## config.mk

```make
export PLATFORM = sky130hd
export DESIGN_NAME = alu_mc
export DESIGN_NICKNAME = d
export VERILOG_FILES = /design/src/rtl/alu_mc.sv
export SDC_FILE = /design/constraint.sdc
export NUM_CORES = 1
export LEC_CHECK = 0
export CORE_MARGIN = 2
export CORE_UTILIZATION = 62
export CTS_CLUSTER_DIAMETER = 60
export DETAILED_ROUTE_END_ITERATION = 6
export PLACE_DENSITY = 0.83
export SETUP_SLACK_MARGIN = 0.02
export SYNTH_ARGS = -nofsm -noshare
export SYNTH_HDL_FRONTEND = slang
export SYNTH_SLANG_ARGS = --single-unit
```

## constraint.sdc

```tcl
create_clock -name clk -period 11.39 [get_ports clk]
set_input_delay 1.7085 -clock clk [delete_from_list [all_inputs] [get_ports clk]]
set_output_delay 1.7085 -clock clk [all_outputs]
set_load 0.03 [all_outputs]
```

## src/rtl/alu_mc.sv

```systemverilog
// Multi-cycle ALU: single-cycle arithmetic/logic plus iterative shift-add multiply and restoring divide.
// Define ALU_MC_DIV_EN to build the divider (DIVU/DIVS/REMU); without it those opcodes report illegal.
module alu_mc #(
  parameter int WIDTH = 16,
  parameter int SAT   = 1
) (
  input  logic                     clk,
  input  logic                     rst,
  input  logic                     start,
  input  logic [3:0]               op,
  input  logic [WIDTH-1:0]         src0,
  input  logic [WIDTH-1:0]         src1,
  input  logic [$clog2(WIDTH)-1:0] shamt,
  output logic                     busy,
  output logic                     done,
  output logic [WIDTH-1:0]         result,
  output logic                     ov,
  output logic                     zr,
  output logic                     neg,
  output logic                     dz,
  output logic                     ill
);

  localparam int SW = $clog2(WIDTH);
  localparam logic [WIDTH-1:0]   ZERO_V   = {WIDTH{1'b0}};
  localparam logic [WIDTH-1:0]   ONES_V   = {WIDTH{1'b1}};
  localparam logic [WIDTH-1:0]   MAX_V    = {1'b0, {(WIDTH-1){1'b1}}};
  localparam logic [WIDTH-1:0]   MIN_V    = {1'b1, {(WIDTH-1){1'b0}}};
  localparam logic [2*WIDTH-1:0] ZERO2_V  = {(2*WIDTH){1'b0}};
  localparam logic [SW-1:0]      CNT_LAST = SW'(WIDTH-1);

  localparam logic [3:0] OP_ADD  = 4'd0;
  localparam logic [3:0] OP_SUB  = 4'd1;
  localparam logic [3:0] OP_AND  = 4'd2;
  localparam logic [3:0] OP_NOR  = 4'd3;
  localparam logic [3:0] OP_SLL  = 4'd4;
  localparam logic [3:0] OP_SRL  = 4'd5;
  localparam logic [3:0] OP_SRA  = 4'd6;
  localparam logic [3:0] OP_OR   = 4'd7;
  localparam logic [3:0] OP_XOR  = 4'd8;
  localparam logic [3:0] OP_MULU = 4'd9;
  localparam logic [3:0] OP_MULS = 4'd10;
`ifdef ALU_MC_DIV_EN
  localparam logic [3:0] OP_DIVU = 4'd11;
  localparam logic [3:0] OP_DIVS = 4'd12;
  localparam logic [3:0] OP_REMU = 4'd13;
`endif

  typedef enum logic {IDLE_ST = 1'b0, ITER_ST = 1'b1} state_t;

  state_t           state_r, state_s;
  logic [3:0]       op_r;
  logic [WIDTH-1:0] hi_r, lo_r, dvs_r;
  logic [SW-1:0]    cnt_r;
  logic             sneg_r;
  logic             done_r, ov_r, zr_r, neg_r, dz_r, ill_r;
  logic [WIDTH-1:0] result_r;

  logic [WIDTH-1:0]   sum_s, diff_s, mag0_s, mag1_s;
  logic               signed_op_s, sgn0_s, sgn1_s;
  logic               sc_iter_s, sc_ov_s, sc_dz_s, sc_ill_s;
  logic [WIDTH-1:0]   sc_res_s, init_lo_s, init_dvs_s;
  logic [WIDTH:0]     madd_s;
  logic [WIDTH-1:0]   step_hi_s, step_lo_s, fin_res_s;
  logic [2*WIDTH-1:0] sprod_s;
  logic               fin_ov_s;
  logic               accept_s, load_s, out_ov_s, out_dz_s, out_ill_s;
  logic [WIDTH-1:0]   out_res_s;
`ifdef ALU_MC_DIV_EN
  logic               divov_r, divov_init_s;
  logic [WIDTH:0]     trial_s;
  logic [WIDTH-1:0]   quo_s;
`endif

  function automatic logic [WIDTH-1:0] sat_fix(input logic [WIDTH-1:0] val,
                                               input logic ovf, input logic sgn);
    if (SAT != 0 && ovf) begin
      return sgn ? MIN_V : MAX_V;
    end else begin
      return val;
    end
  endfunction

  // Decode the incoming request: single-cycle results and iterative operand setup
  always_comb begin
    sum_s  = src1 + src0;
    diff_s = src1 - src0;
`ifdef ALU_MC_DIV_EN
    signed_op_s  = (op == OP_MULS) || (op == OP_DIVS);
    divov_init_s = (op == OP_DIVS) && (src1 == MIN_V) && (src0 == ONES_V);
`else
    signed_op_s  = (op == OP_MULS);
`endif
    sgn0_s     = signed_op_s & src0[WIDTH-1];
    sgn1_s     = signed_op_s & src1[WIDTH-1];
    mag0_s     = sgn0_s ? (ZERO_V - src0) : src0;
    mag1_s     = sgn1_s ? (ZERO_V - src1) : src1;
    sc_iter_s  = 1'b0;
    sc_res_s   = ZERO_V;
    sc_ov_s    = 1'b0;
    sc_dz_s    = 1'b0;
    sc_ill_s   = 1'b0;
    init_lo_s  = mag0_s;
    init_dvs_s = mag1_s;
    case (op)
      OP_ADD: begin
        sc_ov_s  = (src1[WIDTH-1] == src0[WIDTH-1]) && (sum_s[WIDTH-1] != src1[WIDTH-1]);
        sc_res_s = sat_fix(sum_s, sc_ov_s, src1[WIDTH-1]);
      end
      OP_SUB: begin
        sc_ov_s  = (src1[WIDTH-1] != src0[WIDTH-1]) && (diff_s[WIDTH-1] != src1[WIDTH-1]);
        sc_res_s = sat_fix(diff_s, sc_ov_s, src1[WIDTH-1]);
      end
      OP_AND:  sc_res_s = src1 & src0;
      OP_NOR:  sc_res_s = ~(src1 | src0);
      OP_SLL:  sc_res_s = src1 << shamt;
      OP_SRL:  sc_res_s = src1 >> shamt;
      OP_SRA:  sc_res_s = $unsigned($signed(src1) >>> shamt);
      OP_OR:   sc_res_s = src1 | src0;
      OP_XOR:  sc_res_s = src1 ^ src0;
      OP_MULU, OP_MULS: sc_iter_s = 1'b1;
`ifdef ALU_MC_DIV_EN
      OP_DIVU, OP_DIVS, OP_REMU: begin
        if (src0 == ZERO_V) begin
          sc_dz_s  = 1'b1;
          sc_res_s = (op == OP_REMU) ? src1 : ONES_V;
        end else begin
          sc_iter_s  = 1'b1;
          init_lo_s  = mag1_s;
          init_dvs_s = mag0_s;
        end
      end
`endif
      default: sc_ill_s = 1'b1;
    endcase
  end

  // One iteration step; hi/lo hold {product} for multiply and {remainder, quotient} for divide
  always_comb begin
    madd_s = {1'b0, hi_r} + (lo_r[0] ? {1'b0, dvs_r} : {(WIDTH+1){1'b0}});
`ifdef ALU_MC_DIV_EN
    trial_s = {hi_r, lo_r[WIDTH-1]} - {1'b0, dvs_r};
    if (op_r == OP_MULU || op_r == OP_MULS) begin
      step_hi_s = madd_s[WIDTH:1];
      step_lo_s = {madd_s[0], lo_r[WIDTH-1:1]};
    end else if (!trial_s[WIDTH]) begin
      step_hi_s = trial_s[WIDTH-1:0];
      step_lo_s = {lo_r[WIDTH-2:0], 1'b1};
    end else begin
      step_hi_s = {hi_r[WIDTH-2:0], lo_r[WIDTH-1]};
      step_lo_s = {lo_r[WIDTH-2:0], 1'b0};
    end
    quo_s = sneg_r ? (ZERO_V - step_lo_s) : step_lo_s;
`else
    step_hi_s = madd_s[WIDTH:1];
    step_lo_s = {madd_s[0], lo_r[WIDTH-1:1]};
`endif
    sprod_s = sneg_r ? (ZERO2_V - {step_hi_s, step_lo_s}) : {step_hi_s, step_lo_s};
    case (op_r)
      OP_MULU: begin
        fin_res_s = step_lo_s;
        fin_ov_s  = |step_hi_s;
      end
      OP_MULS: begin
        fin_res_s = sprod_s[WIDTH-1:0];
        fin_ov_s  = sprod_s[2*WIDTH-1:WIDTH] != {WIDTH{sprod_s[WIDTH-1]}};
      end
`ifdef ALU_MC_DIV_EN
      OP_DIVU: begin
        fin_res_s = step_lo_s;
        fin_ov_s  = 1'b0;
      end
      OP_DIVS: begin
        fin_res_s = divov_r ? MAX_V : quo_s;
        fin_ov_s  = divov_r;
      end
      OP_REMU: begin
        fin_res_s = step_hi_s;
        fin_ov_s  = 1'b0;
      end
`endif
      default: begin
        fin_res_s = ZERO_V;
        fin_ov_s  = 1'b0;
      end
    endcase
  end

  // Next state and the values to publish on a done cycle
  always_comb begin
    state_s   = state_r;
    accept_s  = 1'b0;
    load_s    = 1'b0;
    out_res_s = result_r;
    out_ov_s  = ov_r;
    out_dz_s  = dz_r;
    out_ill_s = ill_r;
    case (state_r)
      IDLE_ST: begin
        if (start) begin
          accept_s = 1'b1;
          if (sc_iter_s) begin
            state_s = ITER_ST;
          end else begin
            state_s   = IDLE_ST;
            load_s    = 1'b1;
            out_res_s = sc_res_s;
            out_ov_s  = sc_ov_s;
            out_dz_s  = sc_dz_s;
            out_ill_s = sc_ill_s;
          end
        end else begin
          state_s = IDLE_ST;
        end
      end
      ITER_ST: begin
        if (cnt_r == CNT_LAST) begin
          state_s   = IDLE_ST;
          load_s    = 1'b1;
          out_res_s = fin_res_s;
          out_ov_s  = fin_ov_s;
          out_dz_s  = 1'b0;
          out_ill_s = 1'b0;
        end else begin
          state_s = ITER_ST;
        end
      end
      default: state_s = IDLE_ST;
    endcase
  end

  // State register
  always_ff @(posedge clk) begin
    if (rst) begin
      state_r <= IDLE_ST;
    end else begin
      state_r <= state_s;
    end
  end

  // Iterative datapath registers
  always_ff @(posedge clk) begin
    if (rst) begin
      op_r    <= 4'd0;
      hi_r    <= ZERO_V;
      lo_r    <= ZERO_V;
      dvs_r   <= ZERO_V;
      cnt_r   <= {SW{1'b0}};
      sneg_r  <= 1'b0;
`ifdef ALU_MC_DIV_EN
      divov_r <= 1'b0;
`endif
    end else if (accept_s) begin
      op_r    <= op;
      hi_r    <= ZERO_V;
      lo_r    <= init_lo_s;
      dvs_r   <= init_dvs_s;
      cnt_r   <= {SW{1'b0}};
      sneg_r  <= sgn0_s ^ sgn1_s;
`ifdef ALU_MC_DIV_EN
      divov_r <= divov_init_s;
`endif
    end else if (state_r == ITER_ST) begin
      hi_r  <= step_hi_s;
      lo_r  <= step_lo_s;
      cnt_r <= cnt_r + 1'b1;
    end
  end

  // Output registers: updated only on a done cycle, held otherwise
  always_ff @(posedge clk) begin
    if (rst) begin
      done_r   <= 1'b0;
      result_r <= ZERO_V;
      ov_r     <= 1'b0;
      zr_r     <= 1'b0;
      neg_r    <= 1'b0;
      dz_r     <= 1'b0;
      ill_r    <= 1'b0;
    end else begin
      done_r <= load_s;
      if (load_s) begin
        result_r <= out_res_s;
        ov_r     <= out_ov_s;
        zr_r     <= ~|out_res_s;
        neg_r    <= out_res_s[WIDTH-1];
        dz_r     <= out_dz_s;
        ill_r    <= out_ill_s;
      end
    end
  end

  assign busy   = (state_r == ITER_ST);
  assign done   = done_r;
  assign result = result_r;
  assign ov     = ov_r;
  assign zr     = zr_r;
  assign neg    = neg_r;
  assign dz     = dz_r;
  assign ill    = ill_r;

endmodule

```

==> run_results.csv, run 1 <==
group,metric,value,unit
synthesis,synth_area,0.0104,mm2
synthesis,synth_cell_types,102,
floorplanning,die_h,133,um
pwr,power.density,89.6,mW/mm2
synthesis,synthTopCellsByArea,"dfxtp_1 (15%), ha_1 (8.1%), nor2_1 (6.5%)",
clock_network,cts.sinks,78,
placed_design,routabilityCongestion,1.12,
timing,fin_crit,7.97,ns
floorplanning,ios,66,
worst_setup_path,cp_data_arrival_time,8.27,ns
pwr,pwr-share-seq,0.303,
global_route,grt_pass1_wl,61200,um
synthesis,synth_nets,1549,
timing,slew_viol_final,0,
worst_setup_path,r2r_slack,7.03,ns
worst_setup_path,crit_slowest_cell,"clkdlybuf4s50_1",
worst_setup_path,path_common_cell,"a21oi_1",
clock_network,postCtsSetupBuffers,0,
min_path,whs_path_depth,2,
routing,num_vias,11700,
global_route,antenna_found_initial,1,
clock_network,cts_tree,"yes",
worst_setup_path,critPathLaunchType,"input pin",
outcome,status,"finished, violations left",
worst_setup_path,reg2reg_from,"lo_r[0]",
global_route,grt_max_degree,82,
clock_network,numCtsBuffers,9,
finish,seqCellArea,0.00156,mm2
floorplanning,start_util,0.631,
min_path,holdPathEnd,"dvs_r[14]",
clock_network,clock_path_buffers,2,
worst_setup_path,timing.rr.end,"ov",
floorplanning,design.core.area,0.0165,mm2
finish,fillers,1431,
timing,fin_crit_sh,0.700,
flow_run,cap_violations,0,
synthesis,synth-seq-cells,78,
synthesis,synth_warnings,0,
routing,wl_per_cell,24.7,um
finish,n_antenna_cell,0,
timing,max-slew-margin-rel,0.275,
synthesis,async_flop_share,0,
timing,rsz0062_at_grt,"no",
floorplanning,die_w,133,um
pwr,p_int,0.000588,W
global_route,grt_pass1_vias,10700,
timing,skew,0.0117,ns
routing,first_pass_iters,7,
finish,area_growth_syn_to_layout,7.93,%
synthesis,synth_ff_type,"dfxtp_1",
pwr,power,0.00101,W
clock_network,clock-root-buffer,"clkbuf_16",
routing,drc,25,
pwr,power_frac_comb,0.397,
placed_design,numPortBuffers,64,
clock_network,clk_pin_slew,0.07,ns
placed_design,dp_hpwl,31000,um
worst_setup_path,reg2reg_depth,14,
worst_setup_path,critical-path-max-stage-delay,0.70,ns
routing,wirelength,40500,um
finish,layout.nets,1530,
routing,via_per_inst,7.11,
pwr,vdd_ir_drop_max,75.7,uV
clock_network,cts_resized,0,
worst_setup_path,critPathCaptureType,"register",
synthesis,synth_top_area_share,0.150,
global_route,grt_overflow,0,
clock_network,clock_latency,0.36,ns
worst_setup_path,cp_max_fo,13,
pwr,swShare,0.415,
timing,finalSetupTns,0,ns
pwr,power_switching,0.000417,W
floorplanning,row_count,47,
finish,multi_input_area,0.00809,mm2
min_path,min_from,"dvs_r[14]",
synthesis,synth_top_area_cell,"dfxtp_1",
min_path,hold_class,"register to register",
routing,drtAntennaViolNets,0,
pwr,p_clk_frac,0.299,
finish,drive_above_1_share,0.0690,
finish,final_common_cell,"nor2_1",
worst_setup_path,setup.worst_path.start,"src1[3]",
global_route,grtUsageTotal,0.445,
timing,setup_violations,0,
clock_network,hold_buffers,0,
outcome,violations,"design-rule violations",
floorplanning,dieArea,0.0178,mm2
synthesis,synthCells,1435,
timing,hold_violations,0,
timing,tightest_slew,1.08,ns
synthesis,synth_edf_count,0,
synthesis,syn_area_per_cell,7.24,um2
synthesis,ys_seq_area_frac,0.150,
worst_setup_path,path_class,"input pin to register",
pwr,leakage,4.34,nW
routing,drt_iter0_drc,2121,
timing,max_freq,125,MHz
worst_setup_path,crit_required,11.69,ns
clock_network,htreeDepth,3,
finish,final_cell_mix,"nor2_1 (179), a21oi_1 (113), nand2_1 (94)",
worst max path at each step:
stage | end | slack, ns | cells past startpoint
2_1_floorplan | zr | 5.10 | 25
3_3_place_gp | zr | 3.45 | 25
3_5_place_dp | zr | 3.21 | 25
4_1_cts | zr | 3.60 | 25
5_1_grt | zr | 2.93 | 25
6_report | zr | 3.42 | 25
final cells by class:
cell class / instances / share of cell area
multi-input combinational: 1180 / 0.721
sequential: 78 / 0.139
timing repair buffer: 77 / 0.0649
tap: 220 / 0.0245
inverter: 70 / 0.0234
clock buffer: 9 / 0.0201
clock inverter: 7 / 0.00680
registers in the layout, indices dropped and copies added, names as in the netlist:
name and cells:
cnt_r 4, done 1, neg 1, ill 1, sneg_r 1, lo_r 16
zr 1, op_r 4, result 15, hi_r 16, dvs_r 16, busy 1
ov 1
through the flow:
stage	instance area, um2	hold slack (ns)	setup slack (ns)	util	cells
floorplan	10400	0.427	5.10	-	1435
detailed placement	10900	0.444	3.21	0.663	1625
global route	11200	0.474	2.93	0.681	1641
CTS	11200	0.453	3.60	0.681	1641
finish	11200	0.453	3.42	0.681	1641
global placement	10900	0.437	3.45	0.663	1625
worst max-delay path: cells and delay by family:
family | cells | cell delay, ns
adders and majority gates | 2 | 1.00
xor gates and xnor gates | 1 | 0.19
and+or+nand+nor | 8 | 1.68
buffers and inverters | 2 | 0.87
AOI/OAI and AO/OA | 12 | 2.80
power by group through the flow:
stage	Clock (W)	Sequential (W)	Combinational [W]
after global placement	0	0.000309	0.000377
final	0.000301	0.000305	0.000400
after global routing	0.000308	0.000306	0.000420
after detailed placement	0	0.000310	0.000380
after floorplan	0	0.000310	0.000258
after CTS	0.000299	0.000304	0.000382
cell usage after synthesis, types with 18 or more instances:
cell type and count:
or3_1 19, a211oi_1 38, a21oi_1 113, o21ai_0 85
a31oi_1 18, ha_1 67, xnor2_1 57, dfxtp_1 78
mux2i_1 35, nand2_1 94, inv_1 66, clkbuf_1 76
xor2_1 25, nor3_1 45, and2_1 28, nor2_1 179
nand2b_1 23, nand3_1 31
layer usage:
metal / global-route usage / wire length [um]
met5: 0 / 0
met4: 0.227 / 2710
met3: 0.104 / 4800
met2: 0.687 / 17400
met1: 0.581 / 15700
cells by family (layout without fill, tap and decap cells):
family          count (synthesis)  in the layout  share of synthesized area
other cells                     1              1                   0.000361
flops                          78             78                      0.150
xor+xnor                       83             83                     0.0706
buf+inv                       177            163                     0.0718
compound gates                461            461                      0.308
simple gates                  511            511                      0.242
mux                            53             53                     0.0684
fa+ha+maj                      71             71                     0.0883
(Power assumes the default switching activity.)
==> inputs of run 2 (changes only) <==
--- a/config.mk
+++ b/config.mk
@@ -6,10 +6,10 @@
 export NUM_CORES = 1
 export LEC_CHECK = 0
 export CORE_MARGIN = 2
-export CORE_UTILIZATION = 62
+export CORE_UTILIZATION = 56
 export CTS_CLUSTER_DIAMETER = 60
 export DETAILED_ROUTE_END_ITERATION = 6
-export PLACE_DENSITY = 0.83
+export PLACE_DENSITY = 0.79
 export SETUP_SLACK_MARGIN = 0.02
 export SYNTH_ARGS = -nofsm -noshare
 export SYNTH_HDL_FRONTEND = slang
==> constraint.sdc (replaced) <==
create_clock -name clk -period 7 [get_ports clk]
set_input_delay 1.05 -clock clk [delete_from_list [all_inputs] [get_ports clk]]
set_output_delay 1.05 -clock clk [all_outputs]
set_load 0.03 [all_outputs]
==> run 2 against run 1 <==
Effect of this change:
- the flow now finishes without violations
- via count shrank 1.4%
- wire length is 0.18% higher
- setup slack worse by 2.7 ns
- global-route usage shrank 4.0 points
- die area grew 10%
- cell area rose by 1.4%
- critical path type unchanged
- largest cell class unchanged
==> run_results.csv, run 2 (synthesized netlist as in run 1, its figures left out) <==
group,metric,value,unit
finish,top_regs,"dvs_r: 16 flops, hi_r: 16 flops, lo_r: 16 flops",
outcome,status,"finished clean",
worst_setup_path,timing.rr.end,"ov",
routing,drt_iter0_drc,1618,
routing,wl_per_cell,24.3,um
finish,fillers,1637,
timing,fin_crit_sh,0.904,
timing,finalSetupTns,0,ns
finish,final_cell_area,0.0114,mm2
timing,tightest_slew,1.03,ns
placed_design,numPortBuffers,64,
worst_setup_path,critPathLaunchType,"input pin",
clock_network,numCtsBuffers,9,
global_route,grt_overflow,0,
routing,drc,0,
floorplanning,dieArea,0.0197,mm2
global_route,grt_pass1_vias,10500,
finish,seqCellArea,0.00156,mm2
global_route,grt_pass1_wl,61500,um
worst_setup_path,critical-path-max-stage-delay,0.55,ns
min_path,hold_class,"register to register",
timing,slew_viol_final,0,
worst_setup_path,reg2reg_depth,14,
flow_run,cap_violations,0,
global_route,antenna_found_initial,3,
worst_setup_path,path_class,"input pin to register",
floorplanning,start_util,0.575,
placed_design,dpl-instance-area,0.0111,mm2
worst_setup_path,cp_top_family,"compound AO/OA/AOI/OAI gates",
timing,skew,0.0114,ns
worst_setup_path,reg2reg_from,"lo_r[0]",
worst_setup_path,cp_num_buf_inv,2,
timing,hold_violations,0,
timing,fin_crit,6.33,ns
finish,layout.nets,1550,
finish,multi_input_area,0.00809,mm2
worst_setup_path,critPathCaptureType,"register",
worst_setup_path,cp_data_arrival_time,6.61,ns
worst_setup_path,cp_max_fo,9,
finish,final_cell_mix,"nor2_1 (179), a21oi_1 (113), nand2_1 (94)",
placed_design,dp_hpwl,31500,um
global_route,grtUsageTotal,0.405,
timing,setup_violations,0,
floorplanning,row_count,49,
clock_network,cts_resized,0,
min_path,whs_path_depth,2,
worst_setup_path,crit_required,7.29,ns
floorplanning,die_w,140,um
routing,via_per_inst,6.88,
clock_network,hold_buffers,0,
finish,area_growth_syn_to_layout,9.50,%
pwr,leakage,4.44,nW
routing,num_vias,11500,
min_path,holdPathEnd,"dvs_r[0]",
min_path,min_from,"dvs_r[0]",
clock_network,postCtsSetupBuffers,0,
finish,drive_above_1_share,0.0812,
clock_network,cts.sinks,78,
placed_design,routabilityCongestion,1.08,
clock_network,clock_path_buffers,2,
timing,rsz0062_at_grt,"no",
floorplanning,design.core.area,0.0181,mm2
pwr,power.density,144,mW/mm2
clock_network,cts_tree,"yes",
clock_network,clock_latency,0.35,ns
timing,max_freq,158,MHz
clock_network,clk_pin_slew,0.06,ns
routing,drtAntennaViolNets,0,
floorplanning,ios,66,
worst_setup_path,crit_slowest_cell,"o311ai_0",
clock_network,htreeDepth,3,
pwr,vdd_ir_drop_max,102,uV
routing,wirelength,40600,um
global_route,grt_max_degree,51,
finish,final_common_cell,"nor2_1",
floorplanning,die_h,140,um
timing,holdWs,0.451,ns
clock_network,clock-root-buffer,"clkbuf_16",
worst_setup_path,r2r_slack,2.62,ns
timing,max-slew-margin-rel,0.314,
routing,first_pass_iters,7,
-- run 2: final cells by class --
cell class | count | area share
antenna | 1 | 0.000220
clock buffer | 11 | 0.0213
clock inverter | 5 | 0.00506
inverter | 70 | 0.0231
multi-input combinational | 1180 | 0.711
sequential | 78 | 0.137
tap | 229 | 0.0252
timing repair buffer | 97 | 0.0772
-- run 2: worst register-to-register path, delay by kind of cell, from the launching register on --
kind | cells | cell delay, ns
flops | 1 | 0.66
compound gates | 7 | 2.30
fa+ha+maj | 1 | 0.24
buf+inv | 1 | 0.10
xor+xnor | 2 | 0.50
simple gates | 3 | 0.51
-- run 2: metal layers --
| metal | GRT usage | routed length (um) |
|---|---|---|
| met2 | 0.622 | 17900 |
| met3 | 0.0926 | 4620 |
| met1 | 0.541 | 16100 |
| met5 | 0 | 13 |
| met4 | 0.186 | 1990 |
-- run 2: power breakdown --
group          internal [W]  switching (W)
Sequential         0.000468      0.0000324
Combinational      0.000244       0.000406
Clock              0.000287       0.000200
-- run 2: worst max path at each step --
stage / endpoint / startpoint / cells after the start / slack [ns]
6_report: zr / src0[3] / 25 / 0.67
3_3_place_gp: zr / src0[1] / 25 / 0.58
4_1_cts: zr / src0[3] / 25 / 0.81
5_1_grt: zr / src0[3] / 25 / 0.30
3_5_place_dp: zr / src0[3] / 25 / 0.49
2_1_floorplan: zr / src1[4] / 25 / 1.36
-- run 2: per-stage QoR --
step	power (W)	worst slack, ns	util	instances
floorplan	0.000924	1.36	-	1435
global placement	0.00113	0.582	0.613	1654
detailed placement	0.00113	0.492	0.613	1654
CTS	0.00162	0.806	0.629	1670
global route	0.00170	0.295	0.629	1670
finish	0.00164	0.675	0.629	1671
==> inputs of run 3 (changes only) <==
--- a/config.mk
+++ b/config.mk
@@ -5,11 +5,11 @@
 export SDC_FILE = /design/constraint.sdc
 export NUM_CORES = 1
 export LEC_CHECK = 0
-export CORE_MARGIN = 2
 export CORE_UTILIZATION = 56
 export CTS_CLUSTER_DIAMETER = 60
 export DETAILED_ROUTE_END_ITERATION = 6
 export PLACE_DENSITY = 0.79
+export REMOVE_ABC_BUFFERS = 1
 export SETUP_SLACK_MARGIN = 0.02
 export SYNTH_ARGS = -nofsm -noshare
 export SYNTH_HDL_FRONTEND = slang
==> run 3 against run 2 <==
Effect of this change:
- the flow now finishes with violations (design-rule violations)
- sequential cell count unchanged
- core utilization increased by 0.34 points
- via count increased by 2.5%
- sequential power is 0.8% lower
- cell count increased by 0.36%
- power up 2.6%
==> run_results.csv, run 3 (synthesized netlist as in run 1, its figures left out) <==
group,metric,value,unit
finish,utilization,0.633,
routing,via_per_inst,7.03,
floorplanning,start_util,0.575,
placed_design,numPortBuffers,64,
global_route,busiest_layer,"met2",
min_path,hold_class,"register to register",
clock_network,clock_path_buffers,2,
global_route,grt_pass1_wl,64000,um
outcome,violations,"design-rule violations",
finish,top_regs,"dvs_r: 16 flops, hi_r: 16 flops, lo_r: 16 flops",
global_route,antenna_found_initial,0,
timing,skew,0.0171,ns
clock_network,hold_buffers,0,
timing,fin_crit_sh,0.921,
floorplanning,row_count,49,
outcome,status,"finished, violations left",
finish,area_growth_syn_to_layout,10.1,%
global_route,grt_pass1_vias,10600,
worst_setup_path,critical-path-max-stage-delay,0.58,ns
global_route,grtUsageTotal,0.438,
floorplanning,dieArea,0.0191,mm2
clock_network,htreeDepth,3,
routing,wirelength,42400,um
routing,drtAntennaViolNets,0,
placed_design,place_inst,1661,
timing,max-slew-margin-rel,0.247,
timing,rsz0062_at_grt,"no",
floorplanning,ios,66,
worst_setup_path,timing.rr.end,"ov",
worst_setup_path,critPathCaptureType,"register",
placed_design,dp_hpwl,33000,um
routing,first_pass_iters,7,
pwr,vdd_ir_drop_max,102,uV
worst_setup_path,cp_max_fo,9,
flow_run,cap_violations,0,
worst_setup_path,crit_required,7.30,ns
finish,drive_above_1_share,0.0863,
worst_setup_path,reg2reg_from,"lo_r[0]",
clock_network,clock_latency,0.36,ns
routing,wl_per_cell,25.3,um
finish,final_cell_mix,"nor2_1 (179), a21oi_1 (113), nand2_1 (94)",
worst_setup_path,r2r_slack,2.72,ns
finish,seqCellArea,0.00156,mm2
finish,layout.nets,1557,
finish,fin_cells,1677,
worst_setup_path,crit_slowest_cell,"clkdlybuf4s50_1",
timing,tightest_slew,1.13,ns
finish,multi_input_area,0.00809,mm2
routing,drt_iter0_drc,1834,
pwr,power.density,147,mW/mm2
timing,slew_viol_final,0,
floorplanning,die_h,138,um
clock_network,postCtsSetupBuffers,0,
worst_setup_path,path_class,"input pin to register",
floorplanning,die_w,138,um
routing,drc,6,
finish,final_common_cell,"nor2_1",
worst_setup_path,crit_end,"zr",
floorplanning,design.core.area,0.0181,mm2
placed_design,routabilityCongestion,1.08,
timing,finalSetupTns,0,ns
global_route,gr-usage-met3,0.0565,
clock_network,cts.sinks,78,
pwr,leakage,4.48,nW
clock_network,clock-root-buffer,"clkbuf_16",
routing,num_vias,11800,
worst_setup_path,critPathLaunchType,"input pin",
clock_network,numCtsBuffers,9,
timing,setup_violations,0,
placed_design,preCtsSetupSlack,0.279,ns
clock_network,cts_resized,0,
clock_network,clk_pin_slew,0.07,ns
clock_network,cts_tree,"yes",
global_route,grtUsageMet1,0.592,
global_route,met2_usage,0.693,
global_route,grt_max_degree,72,
timing,max_freq,155,MHz
worst_setup_path,reg2reg_depth,14,
timing,fin_crit,6.44,ns
worst_setup_path,setup.worst_path.start,"src0[1]",
timing,hold_violations,0,
finish,n_antenna_cell,0,
worst_setup_path,cp_data_arrival_time,6.74,ns
finish,fillers,1648,
timing,worst_slack,0.556,ns
global_route,grt_overflow,0,
==> run 3: cell types whose count changed in the layout (fill, tap and decap cells not counted), sizes merged <==
cell and change:
clkinvlp +1, clkbuf -2, buf +7, inv +4, clkinv -3, diode -1
==> run 3: per-stage QoR <==
stage               area, um2  hold WS [ns]  power [W]
detailed placement      11100         0.444    0.00114
CTS                     11400         0.453    0.00165
global placement        11100         0.437    0.00114
finish                  11400         0.453    0.00168
floorplan                9910         0.421   0.000887
global route            11400         0.483    0.00173
==> run 3: final cells by class <==
| type | count | share of cell area |
|---|---|---|
| inverter | 70 | 0.0230 |
| sequential | 78 | 0.137 |
| clock inverter | 7 | 0.00754 |
| clock buffer | 9 | 0.0197 |
| tap | 229 | 0.0250 |
| timing repair buffer | 104 | 0.0813 |
| multi-input combinational | 1180 | 0.707 |
==> run 3: where the power goes <==
part / switching, W / total, W / internal (W)
registers: 0.0000286 / 0.000496 / 0.000467
clock network: 0.000230 / 0.000515 / 0.000286
logic: 0.000421 / 0.000668 / 0.000247
total: 0.000679 / 0.00168 / 0.00100
==> run 3: worst min path at each step <==
stage | depth (start not counted) | to | slack, ns | startpoint
finish | 2 | dvs_r[12] | 0.45 | dvs_r[12]
global route | 2 | op_r[3] | 0.48 | op_r[3]
CTS | 2 | dvs_r[12] | 0.45 | dvs_r[12]
detailed placement | 2 | op_r[2] | 0.44 | op_r[2]
global placement | 2 | dvs_r[14] | 0.44 | dvs_r[14]
floorplan | 2 | dvs_r[12] | 0.42 | dvs_r[12]
==> run 3: layer usage <==
metal	part of all wire	routed length, um	vias to the layer above
li1	-	-	5270
met1	0.40	17100	5539
met2	0.44	18700	846
met3	0.11	4450	131
met4	0.049	2090	0
met5	0	0	-
==> run 3: worst max-delay path: cells and delay by family <==
kind	cells	cell delay, ns
fa+ha+maj	2	0.79
compound gates	12	2.44
simple gates	8	1.37
xor+xnor	1	0.17
buf+inv	3	0.90
